File: src/rtl/accel_movement_source_pkg.sv
// Shared definitions for the accelerometer movement source: ADXL362 command bytes,
// movement word widths, FSM state type and the axis shift/saturate helpers.
package movement_defs;

    localparam logic [7:0] ADXL_CMD_WR   = 8'h0A;
    localparam logic [7:0] ADXL_CMD_RD   = 8'h0B;
    localparam logic [7:0] REG_POWER_CTL = 8'h2D;
    localparam logic [7:0] PWR_MEASURE   = 8'h02;
    localparam logic [7:0] REG_XDATA     = 8'h08;

    localparam int MOVE_W = 10;
    localparam int AXIS_W = 5;

    typedef enum logic [2:0] {
        ST_WAIT,
        ST_CFG,
        ST_IDLE,
        ST_READ,
        ST_PACK
    } state_t;

    function automatic logic [AXIS_W-1:0] sat_axis(input logic [7:0] v, input int shift);
        logic signed [7:0] s;
        s = $signed(v) >>> shift;
        if (s > 8'sd15)
            return 5'b01111;
        else if (s < -8'sd16)
            return 5'b10000;
        return s[AXIS_W-1:0];
    endfunction

    function automatic logic in_deadzone(input logic [AXIS_W-1:0] a, input int dz);
        int sv;
        sv = int'($signed(a));
        return (sv <= dz) && (sv >= -dz);
    endfunction

endpackage

File: src/rtl/accel_movement_source_if.sv
// SPI bus between the movement source (master) and the ADXL362 (slave).
interface accel_spi_if;
    logic sclk;
    logic mosi;
    logic miso;
    logic cs_n;

    modport master (output sclk, output mosi, output cs_n, input miso);
    modport slave  (input sclk, input mosi, input cs_n, output miso);
endinterface

File: src/rtl/accel_movement_source_byte_engine.sv
// Mode-0 SPI byte shifter. A byte offered with start while the previous byte's
// last falling edge is being issued is chained with no gap.
module spi_byte_engine #(
    parameter int CLK_DIV = 50
) (
    input  logic       clk,
    input  logic       rst,
    input  logic       start,
    input  logic [7:0] data,
    input  logic       miso,
    output logic       sclk,
    output logic       mosi,
    output logic       done,
    output logic [7:0] rx
);
    localparam int DW = $clog2(CLK_DIV + 1);

    logic          busy;
    logic [DW-1:0] cnt;
    logic [2:0]    bit_cnt;
    logic [7:0]    shreg;

    always_ff @(posedge clk) begin
        if (rst) begin
            busy    <= 1'b0;
            cnt     <= '0;
            bit_cnt <= '0;
            shreg   <= '0;
            sclk    <= 1'b0;
            mosi    <= 1'b0;
            done    <= 1'b0;
            rx      <= '0;
        end else begin
            done <= 1'b0;
            if (!busy) begin
                if (start) begin
                    // First half-period is one short: the caller spent a cycle raising start.
                    busy    <= 1'b1;
                    shreg   <= data;
                    mosi    <= data[7];
                    bit_cnt <= '0;
                    cnt     <= DW'(CLK_DIV - 2);
                end
            end else if (cnt != '0) begin
                cnt <= cnt - 1'b1;
            end else begin
                cnt <= DW'(CLK_DIV - 1);
                if (!sclk) begin
                    sclk <= 1'b1;
                    rx   <= {rx[6:0], miso};
                end else begin
                    sclk <= 1'b0;
                    if (bit_cnt == 3'd7) begin
                        done <= 1'b1;
                        if (start) begin
                            shreg   <= data;
                            mosi    <= data[7];
                            bit_cnt <= '0;
                        end else begin
                            busy <= 1'b0;
                            mosi <= 1'b0;
                        end
                    end else begin
                        bit_cnt <= bit_cnt + 1'b1;
                        shreg   <= {shreg[6:0], 1'b0};
                        mosi    <= shreg[6];
                    end
                end
            end
        end
    end
endmodule

File: src/rtl/accel_movement_source.sv
// ADXL362 reader producing the {x5, y5} maze movement word.
// Optional MOVE_DEADZONE_EN zeroes axes whose magnitude is within DEADZONE.
//
// state | meaning
// WAIT  | sensor power-up delay after reset
// CFG   | write POWER_CTL = measure
// IDLE  | cs_n high, waiting for sample tick and CS gap
// READ  | burst read of XDATA/YDATA
// PACK  | convert axes, publish movement word
module accel_movement_source
    import movement_defs::*;
#(
    parameter int CLK_DIV        = 50,
    parameter int STARTUP_CYCLES = 500000,
    parameter int SAMPLE_PERIOD  = 1666667,
    parameter int CS_GAP         = 100,
    parameter int SHIFT          = 3,
    parameter int DEADZONE       = 1
) (
    input  logic              in_clk,
    input  logic              reset,
    accel_spi_if.master       spi,
    output logic [MOVE_W-1:0] movement_data,
    output logic              movement_valid,
    output logic              init_done
);
    localparam int DW = $clog2(CLK_DIV + 1);
    localparam int WW = $clog2(STARTUP_CYCLES + 1);
    localparam int SW = $clog2(SAMPLE_PERIOD + 1);
    localparam int GW = $clog2(CS_GAP + 1);
`ifdef MOVE_DEADZONE_EN
    localparam bit DZ_EN = 1'b1;
`else
    localparam bit DZ_EN = 1'b0;
`endif

    state_t        state;
    logic          cs_n;
    logic [WW-1:0] wait_cnt;
    logic [SW-1:0] sample_cnt;
    logic [GW-1:0] gap_cnt;
    logic [DW-1:0] tail_cnt;
    logic [2:0]    byte_cnt;
    logic          launched;
    logic          tail;
    logic          pending;
    logic [7:0]    x_raw;
    logic [7:0]    y_raw;

    logic          eng_start;
    logic [7:0]    eng_data;
    logic          eng_done;
    logic [7:0]    eng_rx;
    logic          eng_sclk;
    logic          eng_mosi;
    logic [2:0]    frame_len;
    logic [2:0]    next_idx;
    logic          tick;

    function automatic logic [AXIS_W-1:0] conv_axis(input logic [7:0] v);
        logic [AXIS_W-1:0] s;
        s = sat_axis(v, SHIFT);
        return (DZ_EN && in_deadzone(s, DEADZONE)) ? '0 : s;
    endfunction

    assign tick      = init_done && (sample_cnt == '0);
    assign frame_len = (state == ST_CFG) ? 3'd3 : 3'd4;
    // Once the first byte is launched, the engine is always one byte ahead of the done count.
    assign next_idx  = launched ? byte_cnt + 3'd1 : 3'd0;

    always_comb begin
        eng_data  = 8'h00;
        eng_start = (state == ST_CFG || state == ST_READ) && !cs_n && !tail && (next_idx < frame_len);
        if (state == ST_CFG) begin
            case (next_idx)
                3'd0:    eng_data = ADXL_CMD_WR;
                3'd1:    eng_data = REG_POWER_CTL;
                3'd2:    eng_data = PWR_MEASURE;
                default: eng_data = 8'h00;
            endcase
        end else begin
            case (next_idx)
                3'd0:    eng_data = ADXL_CMD_RD;
                3'd1:    eng_data = REG_XDATA;
                default: eng_data = 8'h00;
            endcase
        end
    end

    spi_byte_engine #(.CLK_DIV(CLK_DIV)) u_engine (
        .clk   (in_clk),
        .rst   (reset),
        .start (eng_start),
        .data  (eng_data),
        .miso  (spi.miso),
        .sclk  (eng_sclk),
        .mosi  (eng_mosi),
        .done  (eng_done),
        .rx    (eng_rx)
    );

    assign spi.sclk = eng_sclk;
    assign spi.mosi = eng_mosi;
    assign spi.cs_n = cs_n;

    always_ff @(posedge in_clk) begin
        if (reset) begin
            state          <= ST_WAIT;
            cs_n           <= 1'b1;
            init_done      <= 1'b0;
            movement_data  <= '0;
            movement_valid <= 1'b0;
            wait_cnt       <= WW'(STARTUP_CYCLES - 1);
            sample_cnt     <= '0;
            gap_cnt        <= '0;
            tail_cnt       <= '0;
            byte_cnt       <= '0;
            launched       <= 1'b0;
            tail           <= 1'b0;
            pending        <= 1'b0;
            x_raw          <= '0;
            y_raw          <= '0;
        end else begin
            movement_valid <= 1'b0;
            if (gap_cnt != '0)
                gap_cnt <= gap_cnt - 1'b1;
            if (init_done)
                sample_cnt <= (sample_cnt == '0) ? SW'(SAMPLE_PERIOD - 1) : sample_cnt - 1'b1;

            case (state)
                ST_WAIT: begin
                    if (wait_cnt == '0) begin
                        state <= ST_CFG;
                        cs_n  <= 1'b0;
                    end else begin
                        wait_cnt <= wait_cnt - 1'b1;
                    end
                end
                ST_CFG, ST_READ: begin
                    if (eng_start && !launched)
                        launched <= 1'b1;
                    if (eng_done) begin
                        byte_cnt <= byte_cnt + 3'd1;
                        if (state == ST_READ && byte_cnt == 3'd2)
                            x_raw <= eng_rx;
                        if (state == ST_READ && byte_cnt == 3'd3)
                            y_raw <= eng_rx;
                        if (byte_cnt == frame_len - 3'd1) begin
                            tail     <= 1'b1;
                            tail_cnt <= DW'(CLK_DIV - 2);
                        end
                    end
                    if (tail) begin
                        if (tail_cnt != '0) begin
                            tail_cnt <= tail_cnt - 1'b1;
                        end else begin
                            cs_n     <= 1'b1;
                            tail     <= 1'b0;
                            launched <= 1'b0;
                            byte_cnt <= '0;
                            gap_cnt  <= GW'(CS_GAP - 1);
                            if (state == ST_CFG) begin
                                init_done  <= 1'b1;
                                sample_cnt <= SW'(SAMPLE_PERIOD - 1);
                                state      <= ST_IDLE;
                            end else begin
                                state <= ST_PACK;
                            end
                        end
                    end
                end
                ST_IDLE: begin
                    if ((tick || pending) && gap_cnt == '0) begin
                        state   <= ST_READ;
                        cs_n    <= 1'b0;
                        pending <= 1'b0;
                    end else if (tick) begin
                        pending <= 1'b1;
                    end
                end
                ST_PACK: begin
                    movement_data  <= {conv_axis(x_raw), conv_axis(y_raw)};
                    movement_valid <= 1'b1;
                    state          <= ST_IDLE;
                end
                default: state <= ST_WAIT;
            endcase
        end
    end
endmodule

File: src/flat_wrapper.sv
// flat-port wrapper written by rule: the top's interface ports become plain ports
module accel_movement_source_flat import movement_defs::*;
#(
    parameter int CLK_DIV        = 50,
    parameter int STARTUP_CYCLES = 500000,
    parameter int SAMPLE_PERIOD  = 1666667,
    parameter int CS_GAP         = 100,
    parameter int SHIFT          = 3,
    parameter int DEADZONE       = 1
)
  (in_clk, reset, movement_data, movement_valid, init_done, spi_sclk, spi_mosi, spi_cs_n, spi_miso);
  accel_spi_if spi_i ();
  input  logic in_clk;
  input  logic reset;
  output logic [MOVE_W-1:0] movement_data;
  output logic movement_valid;
  output logic init_done;
  output wire logic [$bits(spi_i.sclk)-1:0] spi_sclk;
  output wire logic [$bits(spi_i.mosi)-1:0] spi_mosi;
  output wire logic [$bits(spi_i.cs_n)-1:0] spi_cs_n;
  input wire logic [$bits(spi_i.miso)-1:0] spi_miso;
  assign spi_sclk = spi_i.sclk;
  assign spi_mosi = spi_i.mosi;
  assign spi_cs_n = spi_i.cs_n;
  assign spi_i.miso = spi_miso;
  accel_movement_source #(.CLK_DIV(CLK_DIV), .STARTUP_CYCLES(STARTUP_CYCLES), .SAMPLE_PERIOD(SAMPLE_PERIOD), .CS_GAP(CS_GAP), .SHIFT(SHIFT), .DEADZONE(DEADZONE)) u_core (.in_clk(in_clk), .reset(reset), .spi(spi_i), .movement_data(movement_data), .movement_valid(movement_valid), .init_done(init_done));
endmodule
File: config.mk
export PLATFORM = sky130hd
export DESIGN_NAME = accel_movement_source_flat
export DESIGN_NICKNAME = d
export VERILOG_FILES = /design/src/rtl/accel_movement_source_pkg.sv /design/src/rtl/accel_movement_source_if.sv /design/src/rtl/accel_movement_source_byte_engine.sv /design/src/rtl/accel_movement_source.sv /design/src/flat_wrapper.sv
export SDC_FILE = /design/constraint.sdc
export NUM_CORES = 1
export LEC_CHECK = 0
export ABC_AREA = 0
export BUFFER_PORTS_ARGS = -buffer_cell sky130_fd_sc_hd__buf_4
export CELL_PAD_IN_SITES_DETAIL_PLACEMENT = 1
export CELL_PAD_IN_SITES_GLOBAL_PLACEMENT = 1
export CORE_MARGIN = 5
export CORE_UTILIZATION = 47
export CTS_CLUSTER_DIAMETER = 50
export CTS_CLUSTER_SIZE = 16
export DETAILED_ROUTE_END_ITERATION = 10
export PLACE_DENSITY = 0.89
export SLEW_MARGIN = 20
export SYNTH_ARGS = -nofsm -noshare
export SYNTH_HDL_FRONTEND = slang
export SYNTH_SLANG_ARGS = --single-unit
File: constraint.sdc
create_clock -name in_clk -period 2.6 [get_ports in_clk]
set_input_delay 0.13 -clock in_clk [delete_from_list [all_inputs] [get_ports in_clk]]
set_output_delay 0.13 -clock in_clk [all_outputs]
set_load 0.05 [all_outputs]
==> results of run 1 <==
-- layout make-up --
| cell class | instances | area, um^2 | area share, % |
|---|---|---|---|
| clock buffers | 19 | 431.7 | 7.118 |
| clock inverters | 13 | 115.1 | 1.898 |
| inverters | 20 | 75.07 | 1.238 |
| multi-input cells | 441 | 2784 | 45.90 |
| flip-flops and latches | 113 | 2263 | 37.32 |
| well taps | 140 | 175.2 | 2.888 |
| repair buffers | 29 | 220.2 | 3.631 |
-- where the power goes --
group / switching, mW / leakage [nW] / internal [mW]
sequential: 0.144 / 0.914 / 1.86
clock: 0.865 / 0.248 / 1.29
combinational: 0.593 / 1.16 / 0.361
total: 1.60 / 2.32 / 3.51
-- metrics by stage --
| stage | util, % | area (um^2) | TNS [ps] |
|---|---|---|---|
| after floorplan | - | 5192 | 0 |
| after global placement | 50.42 | 5465 | 0 |
| after detailed placement | 50.42 | 5465 | 0 |
| after CTS | 55.59 | 6026 | -70.75 |
| after global routing | 55.94 | 6065 | 0 |
| final | 55.94 | 6065 | 0 |
-- cells in the final DEF, fill, tap and decap left out, types with 17 or more instances in the layout --
cell type / n
a21oi_1: 53
buf_4: 28
dfxtp_1: 112
inv_1: 20
mux2i_1: 23
nand2_1: 51
nor2_1: 89
o21ai_0: 17
xnor2_1: 19
-- kinds of logic after synthesis --
family / after synthesis
fa+ha+maj: 15
simple gates: 257
flops: 113
compound gates: 113
buf+inv: 42
xor+xnor: 33
mux: 23
-- sequential cells by signal, indices dropped and copies added, names as in the netlist, 5 cells and up --
signal	cells
u_core.sample_cnt	21
u_core.wait_cnt	19
u_core.movement_data	10
u_core.u_engine.rx	8
u_core.gap_cnt	7
u_core.u_engine.shreg	7
u_core.tail_cnt	6
u_core.u_engine.cnt	6
u_core.x_raw	5
u_core.y_raw	5
-- synthesized netlist by cell type, drive strengths merged, types with 3 or more instances --
library cell and number:
mux2i 23, or3 10, ha 15, dfxtp 113, xor2 14, nand3 9, o211ai 3, and2 5
xnor2 19, nand2 51, o21ai 19, nor3 17, nand4 5, o21a 5, nor3b 5, nand3b 3
clkbuf 17, nor4 20, a211oi 3, a31oi 4, nand2b 8, inv 20, nor2b 15, o221a 4
buf 5, nor2 89, or4 6, a21oi 56, or2 6, o31ai 6
-- routing by layer --
layer / global-route usage [%] / vias to the layer above / share of wire, %
met5: 0 / - / 0
met4: 10.09 / 0 / 2.8
met3: 6.368 / 42 / 4.5
met2: 42.36 / 138 / 51
met1: 28.56 / 2270 / 41
li1: - / 2149 / -
-- worst min path at each step --
stage                   from                    end  slack, ps  cells past startpoint
floorplan           spi_miso  u_core.u_engine.rx[0]        270                      2
global placement    spi_miso  u_core.u_engine.rx[0]        370                      3
detailed placement  spi_miso  u_core.u_engine.rx[0]        390                      3
CTS                    reset    u_core.wait_cnt[14]        170                      2
global route           reset    u_core.wait_cnt[14]        190                      2
finish                 reset    u_core.wait_cnt[14]        180                      2
-- critical path, cell delays in order (launching register included) --
cell,delay [ps]
dfxtp_2,360
ha_1,220
ha_1,380
nor2b_1,100
ha_1,300
o21a_1,160
o41ai_4,120
and2_2,240
or3_1,330
a21oi_1,200
-- repair_timing --
action	CTS	global route
endpoints found under the hold margin	1	0
setup endpoints to repair	5	17
cloned	0	0
resized for setup	1	6
buffers inserted	0	2
pin swaps	0	1
hold buffers	1	0
==> run_results.csv, run 1 <==
group,metric,value,unit
placed_design,place_ws,35.33,ps
yosys,yosysUniqueCellTypes,57,
critical_path,reg2reg_depth,9,
yosys,syn_area_per_cell,8.712,um^2
critical_path,r2r_end,"u_core.u_engine.cnt[1]",
power,p_per_area,842.7,nW/um^2
global_route,grt_pass1_vias,4913,
yosys,syn_inst,596,
clock_network,clockRootBuffer,"clkbuf_8",
min_path,hold_class,"primary input to flop",
yosys,synth_xor_area_share,5.566,%
status,status,"complete, no violations",
clock_network,htree_levels,4,
global_route,grt_pass1_wl,25.45,mm
yosys,postSynth.asyncResetShare,0,%
global_route,antenna_found_initial,0,
global_route,gr-total-overflow,0,
run,maxCapViolCount,0,
sta,slew_violations,0,
die,die_w,115.1,um
yosys,netlist.area_leader.share,43.57,%
yosys,synth_seq_area_share,43.57,%
placed_design,port_buffers,17,
yosys,netlist_top_cells_area,"dfxtp_1, nor2_1, a21oi_1",
yosys,yosys.area_share.simple,25.90,%
die,core,10840,um^2
route,vias,4599,
die,dieArea,13250,um^2
critical_path,critical_path.endpoint,"u_core.u_engine.cnt[1]",
clock_network,cts_sinks,113,
clock_network,cts_buffers,17,
sta,relSlewSlack,46.10,%
die,initial_core_util,47.90,%
sta,tightest_slew,808.4,ps
yosys,syn_nets,614,
sta,rsz0062_at_grt,"no",
placed_design,gp_congestion,0.7619,
critical_path,r2r_start,"u_core.byte_cnt[0]",
clock_network,clockBufferDepth,2,
power,p_leak,2.320,nW
route,firstDrtPassIters,4,
sta,finalWorstSetupSlack,104.7,ps
clock_network,clk_pin_slew_worst_paths,60,ps
sta,max_freq,400.8,MHz
route,wire_per_inst,19.86,um
yosys,synth_top_family_by_area,"simple AND/OR/NAND/NOR gates",
yosys,syn_area,5192,um^2
critical_path,cp-start-kind,"flop",
power,ir_drop,431.8,uV
route,totalWireLength,15.39,mm
global_route,grt_max_degree,77,
finish,synthToLayoutAreaGrowth,16.80,%
placed_design,place_inst,740,
finish,fill_cells,1260,
finish,post_layout_nonfiller_instances,775,
yosys,synth.yosys.warnings,0,
route,via_per_inst,5.934,
critical_path,rrSetupSlack,100,ps
global_route,grt_usage,24.42,%
placed_design,hpwl,8.572,mm
critical_path,end_kind,"flop",
route,ant_nets,0,
sta,final-setup-viol-count,0,
clock_network,insertion_delay,530,ps
sta,skew,8.699,ps
sta,period_minus_slack,2495,ps
die,rows,38,
die,ios,18,
yosys,synth_area_leader_cell,"dfxtp_1",
critical_path,path_max_fanout,6,
critical_path,critPathArrivalTime,2940,ps
finish,drive_above_1_share,14.17,%
yosys,ys_ff_latch,113,
critical_path,cp.required,3040,ps
die,die_h,115.1,um
critical_path,criticalPathCategory,"flop to flop",
yosys,synth-main-ff-cell,"dfxtp_1",
sta,holdWs,182.6,ps
finish,nets,640,
route,drc,0,
clock_network,cts_tree,"yes",
yosys,synth-edff-count,0,
critical_path,crit_start,"u_core.byte_cnt[0]",
finish,antennaDiodeCount,0,
yosys,synthAdderAreaFrac,3.614,%
sta,hold_viol,0,
sta,post-route-period-util,95.97,%
route,drtIter0Drc,216,
yosys,synth-compound-area-share,13.59,%
yosys,synth.area.mux_share,4.434,%
power,finalPower,5.111,mW
No activity file was read; power rests on OpenSTA's default activity.
==> run 2: changes to the inputs <==
--- a/config.mk
+++ b/config.mk
@@ -7,14 +7,12 @@
 export LEC_CHECK = 0
 export ABC_AREA = 0
 export BUFFER_PORTS_ARGS = -buffer_cell sky130_fd_sc_hd__buf_4
-export CELL_PAD_IN_SITES_DETAIL_PLACEMENT = 1
-export CELL_PAD_IN_SITES_GLOBAL_PLACEMENT = 1
 export CORE_MARGIN = 5
-export CORE_UTILIZATION = 47
+export CORE_UTILIZATION = 60
 export CTS_CLUSTER_DIAMETER = 50
 export CTS_CLUSTER_SIZE = 16
 export DETAILED_ROUTE_END_ITERATION = 10
-export PLACE_DENSITY = 0.89
+export PLACE_DENSITY = 0.88
 export SLEW_MARGIN = 20
 export SYNTH_ARGS = -nofsm -noshare
 export SYNTH_HDL_FRONTEND = slang
==> run 2 against run 1 <==
Register-to-register slack is essentially flat. Sequential power about the same. Critical path depth stayed put. Global-route usage fell by 0.50 points. Clock power rose by 7%. Largest cell class unchanged. Combinational power shrank 6.3%. Total power up 1.7%. Non-clock buffer count down 5.
==> run_results.csv, run 2 (synthesis results as in run 1) <==
group,metric,value,unit
sta,finalWorstSetupSlack,93.43,ps
die,dieArea,10610,um^2
route,drtIter0Drc,307,
sta,post-route-period-util,96.41,%
power,p_per_area,859.8,nW/um^2
finish,reg_top3,"u_core.sample_cnt x21, u_core.wait_cnt x19, u_core.movement_data x10",
critical_path,path_max_fanout,6,
finish,drive_above_1_share,13.97,%
route,vias,4469,
clock_network,cts_sinks,113,
clock_network,insertion_delay,520,ps
finish,synthToLayoutAreaGrowth,16.39,%
global_route,antenna_found_initial,0,
sta,skew,7.150,ps
sta,period_minus_slack,2507,ps
finish,final_common_cell,"dfxtp_1",
critical_path,rrSetupSlack,90,ps
critical_path,cp.required,3040,ps
global_route,grt_pass1_vias,4384,
critical_path,reg2reg_depth,9,
global_route,grt_pass1_wl,19.91,mm
route,drc,0,
placed_design,hpwl,7.075,mm
clock_network,clockBufferDepth,2,
clock_network,cts_setup_buffers,0,
min_path,hold_depth,2,
route,wire_per_inst,16.37,um
sta,tightest_slew,798.9,ps
critical_path,critPathArrivalTime,2940,ps
run,maxCapViolCount,0,
global_route,grt_usage,23.92,%
status,status,"complete, no violations",
die,die_h,103.0,um
power,finalPower,5.196,mW
finish,final_cell_mix,"dfxtp_1, nor2_1, a21oi_1, nand2_1",
die,core,8593,um^2
sta,hold_viol,0,
finish,largest_reg_flops,21,
sta,holdWs,160.1,ps
min_path,hold_class,"primary input to flop",
route,firstDrtPassIters,5,
clock_network,cts_tree,"yes",
finish,nets,635,
finish,antennaDiodeCount,0,
route,via_per_inst,6.056,
die,rows,34,
critical_path,criticalPathCategory,"flop to flop",
route,totalWireLength,12.08,mm
clock_network,htree_levels,4,
sta,relSlewSlack,46.74,%
clock_network,clk_pin_slew_worst_paths,60,ps
die,ios,18,
power,p_leak,2.326,nW
power,ir_drop,542.4,uV
placed_design,place_ws,30.24,ps
finish,top_register,"u_core.sample_cnt",
critical_path,end_kind,"flop",
die,initial_core_util,60.43,%
sta,slew_violations,0,
placed_design,gp_congestion,0.9353,
route,ant_nets,0,
sta,final-setup-viol-count,0,
global_route,grt_max_degree,79,
sta,max_freq,399.0,MHz
clock_network,clockRootBuffer,"clkbuf_8",
critical_path,cp-start-kind,"flop",
placed_design,port_buffers,17,
clock_network,cts_buffers,17,
global_route,gr-total-overflow,0,
die,die_w,103.0,um
==> run 2: cell count changes in the layout (fill, tap and decap cells not counted), moves of 2 or more <==
cell,before,now
inv_6,0,5
inv_8,0,2
clkinvlp_4,7,3
buf_4,28,23
clkinv_2,3,0
==> run 2: timing repair <==
item                       4_1_cts  5_1_grt
gates resized for setup          1        8
hold buffers                     1        0
hold endpoints to repair         1        0
setup endpoints to repair        8       17
pin swaps                        0        1
==> run 2: power by group <==
part / leakage [nW] / switching (mW) / internal [mW] / total [mW]
combinational: 1.13 / 0.548 / 0.346 / 0.894
clock: 0.280 / 0.911 / 1.39 / 2.30
sequential: 0.914 / 0.136 / 1.86 / 2.00
total: 2.33 / 1.60 / 3.60 / 5.20
==> run 2: layout make-up <==
class	count	area (um^2)
Multi-Input combinational cell	441	2798
Tap cell	108	135.1
Clock buffer	17	414.1
Inverter	20	75.07
Clock inverter	15	175.2
Timing Repair Buffer	24	182.7
Fill cell	571	2550
Sequential cell	113	2263
==> run 2: metrics by stage <==
step / util [%] / TNS [ps] / std cells / instance area [um^2]
detailed placement: 62.87 / 0 / 705 / 5403
CTS: 69.92 / 0 / 738 / 6008
floorplan: - / 0 / 596 / 5192
finish: 70.33 / 0 / 738 / 6043
global route: 70.33 / -22.61 / 738 / 6043
global placement: 62.87 / 0 / 705 / 5403
==> run 2: worst paths after layout <==
kind | from | endpoint
hold reg to reg | u_core.movement_data[9] | u_core.movement_data[9]
setup reg to reg | u_core.byte_cnt[0] | u_core.u_engine.cnt[1]
hold / removal | reset | u_core.wait_cnt[10]
setup / recovery | u_core.byte_cnt[0] | u_core.u_engine.cnt[1]
==> run 2: critical path, cell delays in order (launching register included) <==
cell     delay, ps
dfxtp_2        350
ha_1           210
ha_1           370
nor2b_1        110
ha_1           280
o21a_1         160
o41ai_4        120
and2_2         250
or3_1          360
a21oi_1        210
==> run 2: routing by layer <==
| metal | GRT usage, % | up-vias | routed length [um] |
|---|---|---|---|
| li1 | - | 2132 | - |
| met5 | 0 | - | 0 |
| met1 | 27.06 | 2136 | 5024 |
| met4 | 10.56 | 0 | 252 |
| met3 | 5.751 | 28 | 581 |
| met2 | 42.58 | 173 | 6219 |
